<file path="src/rtl/fv_enc_pkg.sv">
// Shared definitions for the FV encryption datapath: default modulus,
// coefficient/error sample types and the index-width helper.
package fv_enc_pkg;

    localparam int QW_DEFAULT = 64;
    localparam int EW_DEFAULT = 8;
    localparam int N_DEFAULT  = 16;

    // Default ciphertext modulus, the largest 64-bit prime.
    localparam logic [QW_DEFAULT-1:0] FV_Q_DEFAULT = 64'hFFFF_FFFF_FFFF_FFC5;

    typedef logic [QW_DEFAULT-1:0]        coeff_t;
    typedef logic signed [EW_DEFAULT-1:0] err_t;

    // Width of a counter that walks 0..n-1; never narrower than one bit.
    function automatic int idx_w(input int n);
        return (n <= 2) ? 1 : $clog2(n);
    endfunction

endpackage

</file>
<file path="src/rtl/fv_coeff_mod_add_if.sv">
// Stream bundle for the "+e" modular-add stage: product stream in,
// error-sample stream in, reduced coefficient stream out, framing status.
interface fv_coeff_mod_add_if
    import fv_enc_pkg::*;
#(
    parameter int QW = QW_DEFAULT,
    parameter int EW = EW_DEFAULT
);

    logic                 prod_valid;
    logic                 prod_ready;
    logic [QW-1:0]        prod_data;
    logic                 prod_last;
    logic                 err_valid;
    logic                 err_ready;
    logic signed [EW-1:0] err_data;
    logic                 out_valid;
    logic                 out_ready;
    logic [QW-1:0]        out_data;
    logic                 out_last;
    logic                 frame_done;
    logic                 frame_err;

    // Environment side: drives the two input streams and the downstream ready.
    modport master (
        output prod_valid, prod_data, prod_last,
        output err_valid, err_data,
        output out_ready,
        input  prod_ready, err_ready,
        input  out_valid, out_data, out_last,
        input  frame_done, frame_err
    );

    // Stage side: the modular-add block itself.
    modport slave (
        input  prod_valid, prod_data, prod_last,
        input  err_valid, err_data,
        input  out_ready,
        output prod_ready, err_ready,
        output out_valid, out_data, out_last,
        output frame_done, frame_err
    );

endinterface

</file>
<file path="src/rtl/fv_mod_corr.sv">
// Single conditional correction of a small signed sum back into [0,q).
// The sum is assumed to lie in (-q, 2q), which holds whenever one operand
// is already reduced and the other is smaller in magnitude than q.
module fv_mod_corr #(
    parameter int QW = 64
) (
    input  logic signed [QW+1:0] sum,
    input  logic [QW-1:0]        q,
    output logic [QW-1:0]        result
);

    logic signed [QW+1:0] q_ext;
    logic signed [QW+1:0] corr_full;
    logic                 unused_corr_hi;

    assign q_ext = $signed({2'b00, q});

    // Add q to negative sums, subtract q from sums at or above q.
    always_comb begin
        corr_full = sum;
        if (sum[QW+1]) begin
            corr_full = sum + q_ext;
        end else if (sum >= q_ext) begin
            corr_full = sum - q_ext;
        end
    end

    assign result         = corr_full[QW-1:0];
    assign unused_corr_hi = ^corr_full[QW+1:QW];

endmodule

</file>
<file path="src/rtl/fv_coeff_mod_add.sv">
// FV "+e" stage: c_i = (prod_i + e_i) mod Q, two-stage valid/ready pipeline
// with frame tracking. Optional feature macro: FV_MOD_ADD_FRAME_CHECK_EN
// (checks upstream prod_last against the local index and flags frame_err).
module fv_coeff_mod_add
    import fv_enc_pkg::*;
#(
    parameter int            N  = N_DEFAULT,
    parameter int            QW = QW_DEFAULT,
    parameter int            EW = EW_DEFAULT,
    parameter logic [QW-1:0] Q  = FV_Q_DEFAULT[QW-1:0]
) (
    input  logic              clk,
    input  logic              rst,
    fv_coeff_mod_add_if.slave bus
);

    localparam int IDX_W = idx_w(N);
    localparam int SW    = QW + 2;

    logic                 s1_valid_q, s1_valid_d;
    logic signed [SW-1:0] s1_sum_q,   s1_sum_d;
    logic                 s1_last_q,  s1_last_d;
    logic                 s2_valid_q, s2_valid_d;
    logic [QW-1:0]        s2_data_q,  s2_data_d;
    logic                 s2_last_q,  s2_last_d;
    logic [IDX_W-1:0]     idx_q,      idx_d;
    logic                 frame_done_q, frame_done_d;

    logic                 s1_ready;
    logic                 s2_ready;
    logic                 in_fire;
    logic                 out_fire;
    logic                 is_last_idx;
    logic signed [SW-1:0] sum_in;
    logic [QW-1:0]        corr_result;

    // Handshake: both input streams join into stage 1; readies come only from downstream occupancy.
    always_comb begin
        s2_ready    = ~s2_valid_q | bus.out_ready;
        s1_ready    = ~rst & (~s1_valid_q | s2_ready);
        in_fire     = bus.prod_valid & bus.err_valid & s1_ready;
        out_fire    = s2_valid_q & bus.out_ready;
        is_last_idx = (idx_q == IDX_W'(N - 1));
    end

    assign bus.prod_ready = bus.err_valid & s1_ready;
    assign bus.err_ready  = bus.prod_valid & s1_ready;

    // Wide signed sum leaves room for both a negative result and a carry past Q.
    assign sum_in = $signed({2'b00, bus.prod_data})
                  + $signed({{(SW - EW){bus.err_data[EW-1]}}, bus.err_data});

    fv_mod_corr #(
        .QW (QW)
    ) u_corr (
        .sum    (s1_sum_q),
        .q      (Q),
        .result (corr_result)
    );

    // Next-state: stages load when their downstream slot frees, otherwise hold.
    always_comb begin
        s1_valid_d   = s1_valid_q;
        s1_sum_d     = s1_sum_q;
        s1_last_d    = s1_last_q;
        s2_valid_d   = s2_valid_q;
        s2_data_d    = s2_data_q;
        s2_last_d    = s2_last_q;
        idx_d        = idx_q;
        frame_done_d = out_fire & s2_last_q;

        if (s1_ready) begin
            s1_valid_d = in_fire;
            if (in_fire) begin
                s1_sum_d  = sum_in;
                s1_last_d = is_last_idx;
            end
        end

        if (s2_ready) begin
            s2_valid_d = s1_valid_q;
            if (s1_valid_q) begin
                s2_data_d = corr_result;
                s2_last_d = s1_last_q;
            end
        end

        if (in_fire) begin
            idx_d = is_last_idx ? '0 : idx_q + IDX_W'(1);
        end
    end

    // Pipeline, index and frame_done registers; reset drops everything in flight.
    always_ff @(posedge clk or posedge rst) begin
        if (rst) begin
            s1_valid_q   <= 1'b0;
            s1_sum_q     <= '0;
            s1_last_q    <= 1'b0;
            s2_valid_q   <= 1'b0;
            s2_data_q    <= '0;
            s2_last_q    <= 1'b0;
            idx_q        <= '0;
            frame_done_q <= 1'b0;
        end else begin
            s1_valid_q   <= s1_valid_d;
            s1_sum_q     <= s1_sum_d;
            s1_last_q    <= s1_last_d;
            s2_valid_q   <= s2_valid_d;
            s2_data_q    <= s2_data_d;
            s2_last_q    <= s2_last_d;
            idx_q        <= idx_d;
            frame_done_q <= frame_done_d;
        end
    end

    assign bus.out_valid  = s2_valid_q;
    assign bus.out_data   = s2_data_q;
    assign bus.out_last   = s2_last_q;
    assign bus.frame_done = frame_done_q;

`ifdef FV_MOD_ADD_FRAME_CHECK_EN
    logic frame_err_q, frame_err_d;

    // Any accepted beat whose upstream last flag disagrees with the local index latches an error.
    always_comb begin
        frame_err_d = frame_err_q | (in_fire & (bus.prod_last != is_last_idx));
    end

    // Sticky framing error, cleared only by reset.
    always_ff @(posedge clk or posedge rst) begin
        if (rst) begin
            frame_err_q <= 1'b0;
        end else begin
            frame_err_q <= frame_err_d;
        end
    end

    assign bus.frame_err = frame_err_q;
`else
    logic unused_prod_last;

    assign unused_prod_last = bus.prod_last;
    assign bus.frame_err    = 1'b0;
`endif

endmodule

</file>
<file path="src/flat_wrapper.sv">
// flat-port wrapper written by rule: the top's interface ports become plain ports
module fv_coeff_mod_add_flat import fv_enc_pkg::*;
#(
    parameter int            N  = N_DEFAULT,
    parameter int            QW = QW_DEFAULT,
    parameter int            EW = EW_DEFAULT,
    parameter logic [QW-1:0] Q  = FV_Q_DEFAULT[QW-1:0]
)
  (clk, rst, bus_prod_valid, bus_prod_data, bus_prod_last, bus_err_valid, bus_err_data, bus_out_ready, bus_prod_ready, bus_err_ready, bus_out_valid, bus_out_data, bus_out_last, bus_frame_done, bus_frame_err);
  fv_coeff_mod_add_if #(.QW(QW), .EW(EW)) bus_i ();
  input  logic clk;
  input  logic rst;
  input wire logic [$bits(bus_i.prod_valid)-1:0] bus_prod_valid;
  input wire logic [$bits(bus_i.prod_data)-1:0] bus_prod_data;
  input wire logic [$bits(bus_i.prod_last)-1:0] bus_prod_last;
  input wire logic [$bits(bus_i.err_valid)-1:0] bus_err_valid;
  input wire logic [$bits(bus_i.err_data)-1:0] bus_err_data;
  input wire logic [$bits(bus_i.out_ready)-1:0] bus_out_ready;
  output wire logic [$bits(bus_i.prod_ready)-1:0] bus_prod_ready;
  output wire logic [$bits(bus_i.err_ready)-1:0] bus_err_ready;
  output wire logic [$bits(bus_i.out_valid)-1:0] bus_out_valid;
  output wire logic [$bits(bus_i.out_data)-1:0] bus_out_data;
  output wire logic [$bits(bus_i.out_last)-1:0] bus_out_last;
  output wire logic [$bits(bus_i.frame_done)-1:0] bus_frame_done;
  output wire logic [$bits(bus_i.frame_err)-1:0] bus_frame_err;
  assign bus_i.prod_valid = bus_prod_valid;
  assign bus_i.prod_data = bus_prod_data;
  assign bus_i.prod_last = bus_prod_last;
  assign bus_i.err_valid = bus_err_valid;
  assign bus_i.err_data = bus_err_data;
  assign bus_i.out_ready = bus_out_ready;
  assign bus_prod_ready = bus_i.prod_ready;
  assign bus_err_ready = bus_i.err_ready;
  assign bus_out_valid = bus_i.out_valid;
  assign bus_out_data = bus_i.out_data;
  assign bus_out_last = bus_i.out_last;
  assign bus_frame_done = bus_i.frame_done;
  assign bus_frame_err = bus_i.frame_err;
  fv_coeff_mod_add #(.N(N), .QW(QW), .EW(EW), .Q(Q)) u_core (.clk(clk), .rst(rst), .bus(bus_i));
endmodule
</file>
<file path="config.mk">
export PLATFORM = sky130hd
export DESIGN_NAME = fv_coeff_mod_add_flat
export DESIGN_NICKNAME = d
export VERILOG_FILES = /design/src/rtl/fv_enc_pkg.sv /design/src/rtl/fv_coeff_mod_add_if.sv /design/src/rtl/fv_mod_corr.sv /design/src/rtl/fv_coeff_mod_add.sv /design/src/flat_wrapper.sv
export SDC_FILE = /design/constraint.sdc
export NUM_CORES = 1
export LEC_CHECK = 0
export CORE_ASPECT_RATIO = 1.2
export CORE_UTILIZATION = 30
export DETAILED_ROUTE_END_ITERATION = 10
export GPL_ROUTABILITY_DRIVEN = 0
export HOLD_SLACK_MARGIN = 0.05
export REMOVE_ABC_BUFFERS = 1
export SLEW_MARGIN = 20
export SYNTH_ARGS = -nofsm -noshare
export SYNTH_HDL_FRONTEND = slang
export SYNTH_SLANG_ARGS = --single-unit
export TNS_END_PERCENT = 30
</file>
<file path="constraint.sdc">
create_clock -name clk -period 5.96 [get_ports clk]
set_clock_uncertainty 0.05 [all_clocks]
set_input_delay 1.192 -clock clk [delete_from_list [all_inputs] [get_ports clk]]
set_output_delay 1.192 -clock clk [all_outputs]
set_load 0.02 [all_outputs]
</file>
# [After elaboration in Yosys (flattened, before gate mapping)]
# Cells that the tools add are included.
# W data, S select, Z words.
[word_totals] latch_bits=0 elab_cells=31 out_inout_bits=70 romBits=0 ram_bits=0 ff_bits=139 inputBits=78 n_memories=0
[classes] multipliers=0 div_mod_pow=0 shifts=0 n_reduce_logical=2 n_eq_ne=1 n_bitwise=12 add_sub_neg=4 order_cmp=1 muxes=3
[ops] op="$mux W64" count=2
[ops] op="$add A65 B8 Y66" count=1
[ops] op="$ge A66 B65 Y1 const B" count=1
[ops] op="$add A64 B7 Y64 const B" count=1
[ops] op="$sub A64 B7 Y64 const B" count=1
[ops] op="$and A1 B1 Y1" count=7
[ops] op="$add A4 B1 Y4 const B" count=1
[ops] op="$eq A4 B4 Y1 const B" count=1
[ops] op="$mux W4" count=1
[ops] op="$reduce_and A2 Y1" count=2
[ops] op="$not A1 Y1" count=3
[ops] op="$or A1 B1 Y1" count=2

# [Logic depth before layout (Yosys ltp)]
[logic_depth] word_depth=6 ltp_mapped=13 ltp_nobuf=13

# [Cells and area by module]
# From an unflattened synthesis, not the netlist that was laid out.
[hier_totals] hier_cells=2406 hier_area_um2=17941.0
[by_module_without_submodules] module="fv_coeff_mod_add" cells_per_inst=979 area_per_inst_um2=8987.4 seq_area_each_um2=3478.3 n_inst=1
[by_module_without_submodules] module="fv_mod_corr" cells_per_inst=1427 area_per_inst_um2=8953.6 seq_area_each_um2=0.0 n_inst=1

# [Least setup slack after synthesis]
# OpenSTA, ideal clock, no wires.
[synth_timing] path_kind="input to register" startpoint="input bus_err_data[7]" endpoint="register u_core.s1_sum_q[55]" path_buffers=1 required_time_ns=5.763 setup_ns=0.147 slack_ns=2.014 path_stages=11 arrival_time_ns=3.749 cell_sequence="ha_1 > clkbuf_1 > nand2_1 > or4_1 > o211ai_1 > o2111ai_1 > a2111oi_1 > o2111ai_1 > a21oi_1 > mux2i_1 > o311ai_0"
[synth_via] elab_chain_cells=1
[synth_lines] element="start: declaration" line="flat_wrapper.sv:17" source="input wire logic [$bits(bus_i.err_data)-1:0] bus_err_data;"
[synth_lines] element="$add A65 B8 Y66" line="fv_coeff_mod_add.sv:51" source="+ $signed({{(SW - EW){bus.err_data[EW-1]}}, bus.err_data});"
[synth_lines] element="end signal: assignment" line="fv_coeff_mod_add.sv:106" source="s1_sum_q <= s1_sum_d;"
[synth_lines] element="end: declaration" line="fv_coeff_mod_add.sv:21" source="logic signed [SW-1:0] s1_sum_q, s1_sum_d;"
# Every way passes these cells.
# A chain may end at the register's enable or synchronous reset.

# [Worst setup path after layout]
# Same ends and word-level chain as after synthesis.

==> results.md <==
- Starting Density: 0.305
- Final Hold Violating Endpoints: 0
- I/O Buffers: 145
- Sw frac: 0.387
- Leakage power: 5.55 nW
- Post-CTS setup buffer count: 0
- Pwr per Cell Area: around 340 mW/mm^2
- CP Launch Type: primary input
- DRT iter0 DRCs: 537
- # diodes: 0
- Worst-margin pin slew: 1.01 ns
- RR Endpoint: u_core.bus.out_data[42]$_DFFE_PP0P_
- Design Area, Final: 0.0134 mm^2
- Crit-path cells: buf_2, ha_1, nand4_1, or4_1, o211ai_1, o2111ai_1, a2111oi_1, o2111ai_1, a21oi_1, mux2i_1, o311ai_0
- Maximum VDD drop: 0.000149 V
- Core ar.: 0.0359 mm^2
- R2r worst-path depth: 9
- Drt via density: between 5 and 6
- Hold Slack: 0.428 ns
- Critical Path Sink Type: flop
- Reg-to-reg critical path startpoint: u_core.s1_sum_q[17]$_DFFE_PP0P_
- Clock share of power: 0.265
- Vias in the first global route: a little under 10000
- Share of cells above drive strength 1: 0.0487
- Pwr Total: 0.00454 W
- Vias: between 10000 and 15000
- CTS tree: built
- Die area: 0.0373 mm^2
- Worst R2R Setup Slack: 2.51 ns
- Utilization after layout: 0.374
- Fmax: 210 MHz
- Hold endpoint: u_core.bus.out_data[53]$_DFFE_PP0P_
- Drt drc: 0
- Cell Int Power: ~0.0028 W
- Cell mode on critical path: o2111ai_1
- Pre-antenna DRT Iters: 6
- Die extent in y: around 210 um
- Arrival time worst endpoint: 5.01 ns
- CP Class: in2reg
- Sinks on Clock Net: 139
- Tot GR Track Use: 0.173
- Sw power: 0.00176 W
- Setup TNS: 0 ns
- Root Buffer: clkbuf_16
- Final nets: 1613
- GRT overflow: 0
- #FFs+latches synth: 139
- CP Max Fanout: 24
- First-pass GRT wire length: 51300 um
- HP Class: reg2reg
- CP startpoint: bus_err_data[7]
- Ys async rst share: 1.00
- Largest net degree at the start of global routing: 89
- Post-route ant nets: 0
- Hold Crit Depth: 2
- Max-cap violation count: 0
- Final setup fails: 0
- Area grow syn2layout: 22.7%
- CP peak stage delay: approximately 0.63 ns
- Comb power frac: 0.378
- Hold wc startpoint: u_core.bus.out_data[53]$_DFFE_PP0P_
- Reg power frac: 0.357
- Hold-fix buffers at CTS: 0
- Clk Latency, worst-skew pair: 0.44 ns
- Slew Viols, Final: 0
- Yosys warns: 0
- Number of antenna violations at the first check in global routing: 0
- Top_reg_cell synth: dfrtp_1
- Row cnt: 76
- Synth cell types: 76
- RSZ-0062 raised after global routing: false
- Post-synth EDFFs: 0
- Avg Inst Size Synth: 8.00 um^2
- Num ports: 148
- Post-synthesis sequential area ratio: 0.317
- Critical Path RT: 6.21 ns
- Mapped Cells: 1370
- Max transition margin: 0.327
- Post-CTS Resized: 0
- CP max-delay cell: a2111oi_1
- Final Critical Period: 4.76 ns
- Mapped cell area: between 0.01 and 0.015 mm^2
- Detailed placement HPWL: around 25000 um
- Wire length per cell: 16.2 um
- CP Buf/Inv Count: 1
- H-Tree Depth: 4
- Top delay family on crit path: compound AO/OA/AOI/OAI gates
- CTS buffer count: 17
- Outcome: completed
- Routed WL: around 32000 um
- Clk slew on worst S/H paths: ~0.060 ns
- Dpl cell area: around 0.013 mm^2
- Fin crit share: 0.799
- Die width: 176 um
- Filler cells: 3765
- Clock Path Buffers: 2
registers in the layout (all words and copies together), names as in the netlist:
signal                 flops
u_core.bus.frame_done      1
u_core.idx_q               4
u_core.bus.out_valid       1
u_core.s1_last_q           1
u_core.s1_sum_q           66
u_core.bus.out_last        1
u_core.s1_valid_q          1
u_core.bus.out_data       64
kinds of logic after synthesis:
group | synth area share
other | 0.000342
muxes | 0.0105
AOI/OAI and AO/OA | 0.226
DFF | 0.317
and+or+nand+nor | 0.231
buffers and inverters | 0.0398
adders and majority gates | 0.0806
xor gates and xnor gates | 0.0943
through the flow:
step	instances	setup slack (ns)
floorplan	1292	0.993
global placement	1914	0.785
detailed placement	1914	0.796
CTS	1946	1.21
global route	1946	0.922
finish	1946	1.20
area by class of cell:
cell class | count | area (um^2) | share of cell area
well taps | 468 | 586 | 0.0436
inverters | 32 | 125 | 0.00931
clock inverters | 14 | 230 | 0.0171
clock buffers | 18 | 439 | 0.0327
repair buffers | 154 | 1530 | 0.114
flip-flops and latches | 139 | 3480 | 0.259
multi-input cells | 1121 | 7060 | 0.525
power groups by stage:
stage | logic, W | registers [W] | clock network (W)
after global placement | 0.00171 | 0.00162 | 0
after detailed placement | 0.00173 | 0.00163 | 0
after CTS | 0.00174 | 0.00162 | 0.00123
after floorplan | 0.000808 | 0.00177 | 0
after global routing | 0.00190 | 0.00168 | 0.00127
final | 0.00172 | 0.00162 | 0.00120
cell usage in the layout, fill, tap and decap left out, types with 31 or more instances in the layout:
master           synthesis  final
a21o_1                  36     36
a21oi_1                 90     90
a31oi_1                 32     32
clkdlybuf4s50_1          0    144
dfrtp_1                139    139
ha_1                    69     69
inv_1                   32     31
nand2_1                210    208
nand3_1                 32     32
nor2_1                  76     76
nor3_1                  39     39
o21ai_0                169    169
xnor2_1                 46     46
xor2_1                  72     72
synth_stat cells, types with 36 or more instances:
library cell	n	area, um^2
xnor2_1	46	403
nand2_1	210	788
a21oi_1	90	450
nor3_1	39	195
a21o_1	36	270
xor2_1	72	631
ha_1	69	863
clkbuf_1	63	236
nor2_1	76	285
dfrtp_1	139	3480
o21ai_0	169	846
layer usage:
metal / up-vias / wire length [um] / GRT usage
met5: - / 0 / 0
met4: 0 / 728 / 0.0580
met3: 47 / 1500 / 0.0381
met2: 235 / 14800 / 0.285
met1: 4783 / 14500 / 0.222
li1: 5135 / - / -
worst max-delay path by stage:
stage | endpoint | depth (start not counted)
after detailed placement | u_core.s1_sum_q[55]$_DFFE_PP0P_ | 11
after CTS | u_core.s1_sum_q[55]$_DFFE_PP0P_ | 11
after global routing | u_core.s1_sum_q[55]$_DFFE_PP0P_ | 11
after floorplan | u_core.bus.frame_done$_DFF_PP0_ | 1
final | u_core.s1_sum_q[55]$_DFFE_PP0P_ | 11
after global placement | u_core.s1_sum_q[59]$_DFFE_PP0P_ | 11
worst min-delay path, cell delays in order, from the launching register on:
cell and delay, ns:
dfrtp_1 0.34, nand2_1 0.05, o21ai_0 0.06
(Power assumes the default switching activity.)
==> edit 1, RTL diff (config.mk and constraints unchanged) <==
Change the package constant `QW_DEFAULT` from 64 to 96.
--- a/src/rtl/fv_enc_pkg.sv
+++ b/src/rtl/fv_enc_pkg.sv
@@ -2,7 +2,7 @@
 // coefficient/error sample types and the index-width helper.
 package fv_enc_pkg;
 
-    localparam int QW_DEFAULT = 64;
+    localparam int QW_DEFAULT = 96;
     localparam int EW_DEFAULT = 8;
     localparam int N_DEFAULT  = 16;
 
Interface: changed (resized bus_out_data and bus_prod_data); port bits go from 148 to 212. No check against the original RTL was run, so the function may have changed too.
==> edit 1 against the original RTL <==
- cell area rose by 50%
- combinational power rose by 59%
- clock power rose by 32%
- critical path depth rose by 2
- largest cell class unchanged
- routed wire length rose by 77%
- power rose by 47%
- sequential cell count rose by 64
- area after synthesis rose by 53%
- worst hold slack got worse by 0.0018 ns
- utilization fell by 0.72 points
- setup slack got worse by 0.51 ns
==> edit 1: results (changes against the original RTL) <==
| Metric | Value |
|---|---|
| Sequential power | `2.36 mW (was 1.62 mW)` |
| LEAKAGE | `8.059 nW (was 5.553 nW)` |
| GRT Overall Usage | `19.30% (was 17.30%)` |
| Layout cells sized above 1 | `4.130% (was 4.871%)` |
| Initial antenna violation count | `1 (was 0)` |
| #FFs+latches synth | `203 (was 139)` |
| Placed cell areas | `19380 sq um (was 12780 sq um)` |
| Dpl ws | `0.2975 ns (was 0.7957 ns)` |
| Non-CTS buffers | `226 (was 154)` |
| Post-DP HPWL | `44.37 mm (was 24.91 mm)` |
| Clk_lat worst skew | `0.54 ns (was 0.44 ns)` |
| Sequential cell area share | `25.15% (was 25.87%)` |
| Async SR Flop Fraction | `100.0% (unchanged)` |
| CP max stage cell | `a2111oi_4 (was a2111oi_1)` |
| Non-clock buffer share | `11.04% (was 11.35%)` |
| Switching Power | `2.705 mW (was 1.758 mW)` |
| Status | `finished clean (unchanged)` |
| Filler Cell Count | `5750 (was 3765)` |
| Area contributors post-synth | `dfrtp_1, nand2_1, o21ai_0 (was dfrtp_1, ha_1, o21ai_0)` |
| Vias post-DR | `16370 (was 10200)` |
| Multi-input gate share of the layout cell area | `54.57% (was 52.51%)` |
| Max reg flops | `98 (was 66)` |
| Multi-In Gates | `1795 (was 1121)` |
| Pint | `3.967 mW (was 2.782 mW)` |
| Final #Nets | `2497 (was 1613)` |
| Post-synthesis cell type count | `81 (was 76)` |
| Worst vdd ir | `0.2069 mV (was 0.1488 mV)` |
| Area share of the largest cell type after synthesis | `30.32% (was 31.74%)` |
| Vias per cell | `5.420 (was 5.242)` |
| Largest net degree at the start of global routing | `131 (was 89)` |
| First-pass GRT wire length | `87.62 mm (was 51.30 mm)` |
| Total CTS buffers | `21 (was 17)` |
| Clock group | `1.58 mW (was 1.20 mW)` |
| CTS Root Cell | `clkbuf_16 (unchanged)` |
| Cells after synthesis | `2162 (was 1370)` |
| Tapcells inserted | `720 (was 468)` |
| Clock network area share | `4.027% (was 4.979%)` |
| Slew headroom | `33.61% (was 32.70%)` |
| Largest fanout on the critical path | `8 (was 24)` |
| Sequential area share after synthesis | `30.32% (was 31.74%)` |
| Worst Path Arrival | `5.62 ns (was 5.01 ns)` |
| Clock buffer depth | `3 (was 2)` |
| Clock buf count | `24 (was 18)` |
| H-tree depth | `1 (was 4)` |
| Multi-input logic area | `11020 sq um (was 7061 sq um)` |
| Wire per inst | `18.49 um (was 16.23 um)` |
| Port-buffer cells | `209 (was 145)` |
==> edit 1: per-layer routing <==
layer	part of all wire [%]	wire (um)	track usage (%)	vias up
li1	-	-	-	8035
met5	0	0	0	-
met1	45	24990	25.54	7679
met2	47	26050	32.30	552
met3	5.4	3008	2.494	101
met4	3.2	1783	6.391	0
==> edit 1: path summary, 6_finish.rpt <==
check	from	to	slack, ns	cells after the start
max	bus_prod_data[19]	u_core.s1_sum_q[95]	0.68	13
min	u_core.bus.out_data[77]	u_core.bus.out_data[77]	0.43	2
min reg2reg	u_core.bus.out_data[77]	u_core.bus.out_data[77]	0.43	2
min in group asynchronous	rst	u_core.bus.out_data[47]	1.26	2
max in group asynchronous	rst	u_core.bus.out_data[44]	3.48	3
max reg2reg	u_core.s1_sum_q[66]	u_core.bus.out_data[52]	1.58	11
==> edit 1: stage by stage <==
| stage | hold WS (ns) | TNS (ns) |
|---|---|---|
| after global routing | 0.4492 | 0 |
| after floorplan | 0.3960 | -166.68 |
| after detailed placement | 0.4201 | 0 |
| after global placement | 0.4117 | 0 |
| final | 0.4259 | 0 |
| after CTS | 0.4344 | 0 |
==> edit 1: worst reg2reg max path, cell delays in order, from the launching register on <==
cell	delay (ns)
dfrtp_1	0.47
nor4_1	0.41
nand3_1	0.30
or4_1	0.75
nor4_4	0.40
o21a_4	0.27
and2_1	0.75
nor4_1	0.21
nand2_1	0.15
o31ai_1	0.09
xnor2_1	0.29
o21ai_0	0.11
==> edit 1: cell families (layout without fill, tap and decap cells) <==
logic type      Yosys count  count (layout)  share of synthesized area, %
compound gates          676             676                         24.21
xor+xnor                186             186                         9.723
fa+ha+maj               102             102                         7.662
buf+inv                 164             302                         3.995
flops                   203             203                         30.32
mux                       3               3                        0.1867
other cells               1               1                       0.02238
simple gates            827             827                         23.88
==> edit 2, RTL diff (same settings) <==
Made on the original files. `s1_sum_q` no longer has a reset.
--- a/src/rtl/fv_coeff_mod_add.sv
+++ b/src/rtl/fv_coeff_mod_add.sv
@@ -94,7 +94,6 @@
     always_ff @(posedge clk or posedge rst) begin
         if (rst) begin
             s1_valid_q   <= 1'b0;
-            s1_sum_q     <= '0;
             s1_last_q    <= 1'b0;
             s2_valid_q   <= 1'b0;
             s2_data_q    <= '0;
@@ -103,7 +102,6 @@
             frame_done_q <= 1'b0;
         end else begin
             s1_valid_q   <= s1_valid_d;
-            s1_sum_q     <= s1_sum_d;
             s1_last_q    <= s1_last_d;
             s2_valid_q   <= s2_valid_d;
             s2_data_q    <= s2_data_d;
@@ -111,6 +109,10 @@
             idx_q        <= idx_d;
             frame_done_q <= frame_done_d;
         end
+    end
+
+    always_ff @(posedge clk) begin
+        s1_sum_q <= s1_sum_d;
     end
 
     assign bus.out_valid  = s2_valid_q;
Formal check against the unedited RTL: no difference found for any inputs over 4 cycles, from zero or initial values and one cycle with rst high; that may be too few to reach the edited logic, so the function may still have changed.
==> edit 2 against the original RTL <==
- sequential cell count is the same
- register-to-register slack gained 0.14 ns
- routed wire length shrank 6.9%
- power shrank 22%
- setup slack gained 0.28 ns
- area after synthesis shrank 1.1%
- die area shrank 1.1%
- cell area shrank 1.5%
- largest power group is now registers
- highest routed layer unchanged
==> edit 2: results (changes against the original RTL) <==
| Metric | Value |
|---|---|
| Async SR Flop Fraction | `52.52% (was 100.0%)` |
| First-pass GRT wire length | `47.55 mm (was 51.30 mm)` |
| Post-DP HPWL | `24.06 mm (was 24.91 mm)` |
| Synth Area in Compound Gates | `20.11% (was 22.64%)` |
| Filler Cell Count | `3659 (was 3765)` |
| Initial DRT Pass Iterations | `5 (was 6)` |
| CP max stage delay | `0.52 ns (was 0.63 ns)` |
| Largest net degree at the start of global routing | `67 (was 89)` |
| Post-synthesis mux area share | `0.2886% (was 1.050%)` |
| WL final | `29.40 mm (was 31.59 mm)` |
| Vias in the first global route | `9294 (was 9777)` |
| Layout cells sized above 1 | `6.277% (was 4.871%)` |
| Dpl ws | `1.000 ns (was 0.7957 ns)` |
| XOR/XNOR share of the synthesized area | `10.18% (was 9.429%)` |
| Clk_lat worst skew | `0.42 ns (was 0.44 ns)` |
| Slew headroom | `35.66% (was 32.70%)` |
| EDFF count, synth | `66 (was 0)` |
| LEAKAGE | `5.063 nW (was 5.553 nW)` |
| Iter 0 DRT Violations | `655 (was 537)` |
| Vias post-DR | `9550 (was 10200)` |
| Largest fanout on the critical path | `34 (was 24)` |
| CP max stage cell | `buf_2 (was a2111oi_1)` |
| Status | `finished clean (unchanged)` |
| Post-synthesis cell type count | `84 (was 76)` |
| Worst Path Arrival | `4.62 ns (was 5.01 ns)` |
| GRT Overall Usage | `16.16% (was 17.30%)` |
| Switching Power | `1.205 mW (was 1.758 mW)` |
| Worst vdd ir | `0.1375 mV (was 0.1488 mV)` |
| Reg with most FFs | `u_core.s1_sum_q (unchanged)` |
| Area contributors post-synth | `edfxtp_1, dfrtp_1, ha_1 (was dfrtp_1, ha_1, o21ai_0)` |
| Final #Nets | `1521 (was 1613)` |
| Min-Delay Path Class | `flip-flop to flip-flop (unchanged)` |
| Synth cell count leaders | `nand2_1, o21ai_0, a21oi_1 (was nand2_1, o21ai_0, dfrtp_1)` |
| Adder-Cell Fraction of Synth Area | `8.151% (was 8.059%)` |
| Sequential area share after synthesis | `35.14% (was 31.74%)` |
| Total CTS buffers | `17 (unchanged)` |
| Primary FF master, synth | `dfrtp_1 (unchanged)` |
| H-tree depth | `4 (unchanged)` |
## edit 2: power groups by stage
stage | clock (mW) | combinational, mW | sequential [mW]
final | 1.02 | 1.20 | 1.34
after global routing | 1.08 | 1.31 | 1.36
after CTS | 1.05 | 1.21 | 1.34
after detailed placement | 0 | 1.21 | 1.36
after global placement | 0 | 1.20 | 1.35
after floorplan | 0 | 0.527 | 1.50
## edit 2: area by class of cell
type	instances	area (sq um)	area share (%)
Inverter	33	123.9	0.9356
Tap cell	462	578.1	4.366
Clock buffer	17	425.4	3.213
Clock inverter	15	151.4	1.144
Timing Repair Buffer	155	1521	11.49
Multi-Input combinational cell	1027	6630	50.08
Sequential cell	139	3809	28.77
## edit 2: path summary, 6_finish.rpt
check | startpoint | endpoint | slack [ns] | cells past startpoint
max | bus_err_data[7] | u_core.s1_sum_q[62] | 1.47 | 12
min | u_core.s1_last_q | u_core.s1_last_q | 0.43 | 2
max reg2reg | u_core.s1_sum_q[0] | u_core.bus.out_data[55] | 2.65 | 12
min reg2reg | u_core.s1_last_q | u_core.s1_last_q | 0.43 | 2
max in group asynchronous | rst | u_core.bus.out_data[20] | 3.63 | 3
min in group asynchronous | rst | u_core.s1_valid_q | 1.27 | 2
## edit 2: worst register-to-register path, stage by stage (launching register included)
cell and delay (ns):
edfxtp_1 0.43, inv_1 0.10, ha_1 0.22, nor2b_1 0.16
nor2b_1 0.07, buf_4 0.16, or2_2 0.39, a2111oi_4 0.42
nor2_2 0.19, nor4_2 0.51, a21oi_1 0.15, xor2_1 0.20
o21ai_0 0.11
## edit 2: cell families after synthesis
group                    Yosys count
flip-flops                       139
multiplexers                       3
AO/OA/AOI/OAI                    356
adder cells (fa/ha/maj)           70
AND/OR/NAND/NOR                  471
buffers and inverters             89
other                              1
XOR/XNOR                         126
## edit 2: metrics by stage
stage	utilization, %	instances	hold slack [ns]	total power [mW]	cell area (sq um)
2_1_floorplan	-	1199	0.3960	2.024	10560
3_5_place_dp	35.89	1816	0.4225	2.565	12660
6_report	37.52	1848	0.4281	3.558	13240
4_1_cts	37.52	1848	0.4359	3.600	13240
5_1_grt	37.52	1848	0.4472	3.764	13240
3_3_place_gp	35.89	1816	0.4097	2.545	12660
## edit 2: per-layer routing
metal  GRT usage [%]  wire length (um)
met5               0                 0
met4           6.717               813
met3           1.966               985
met2           27.08             13910
met1           20.96             13700
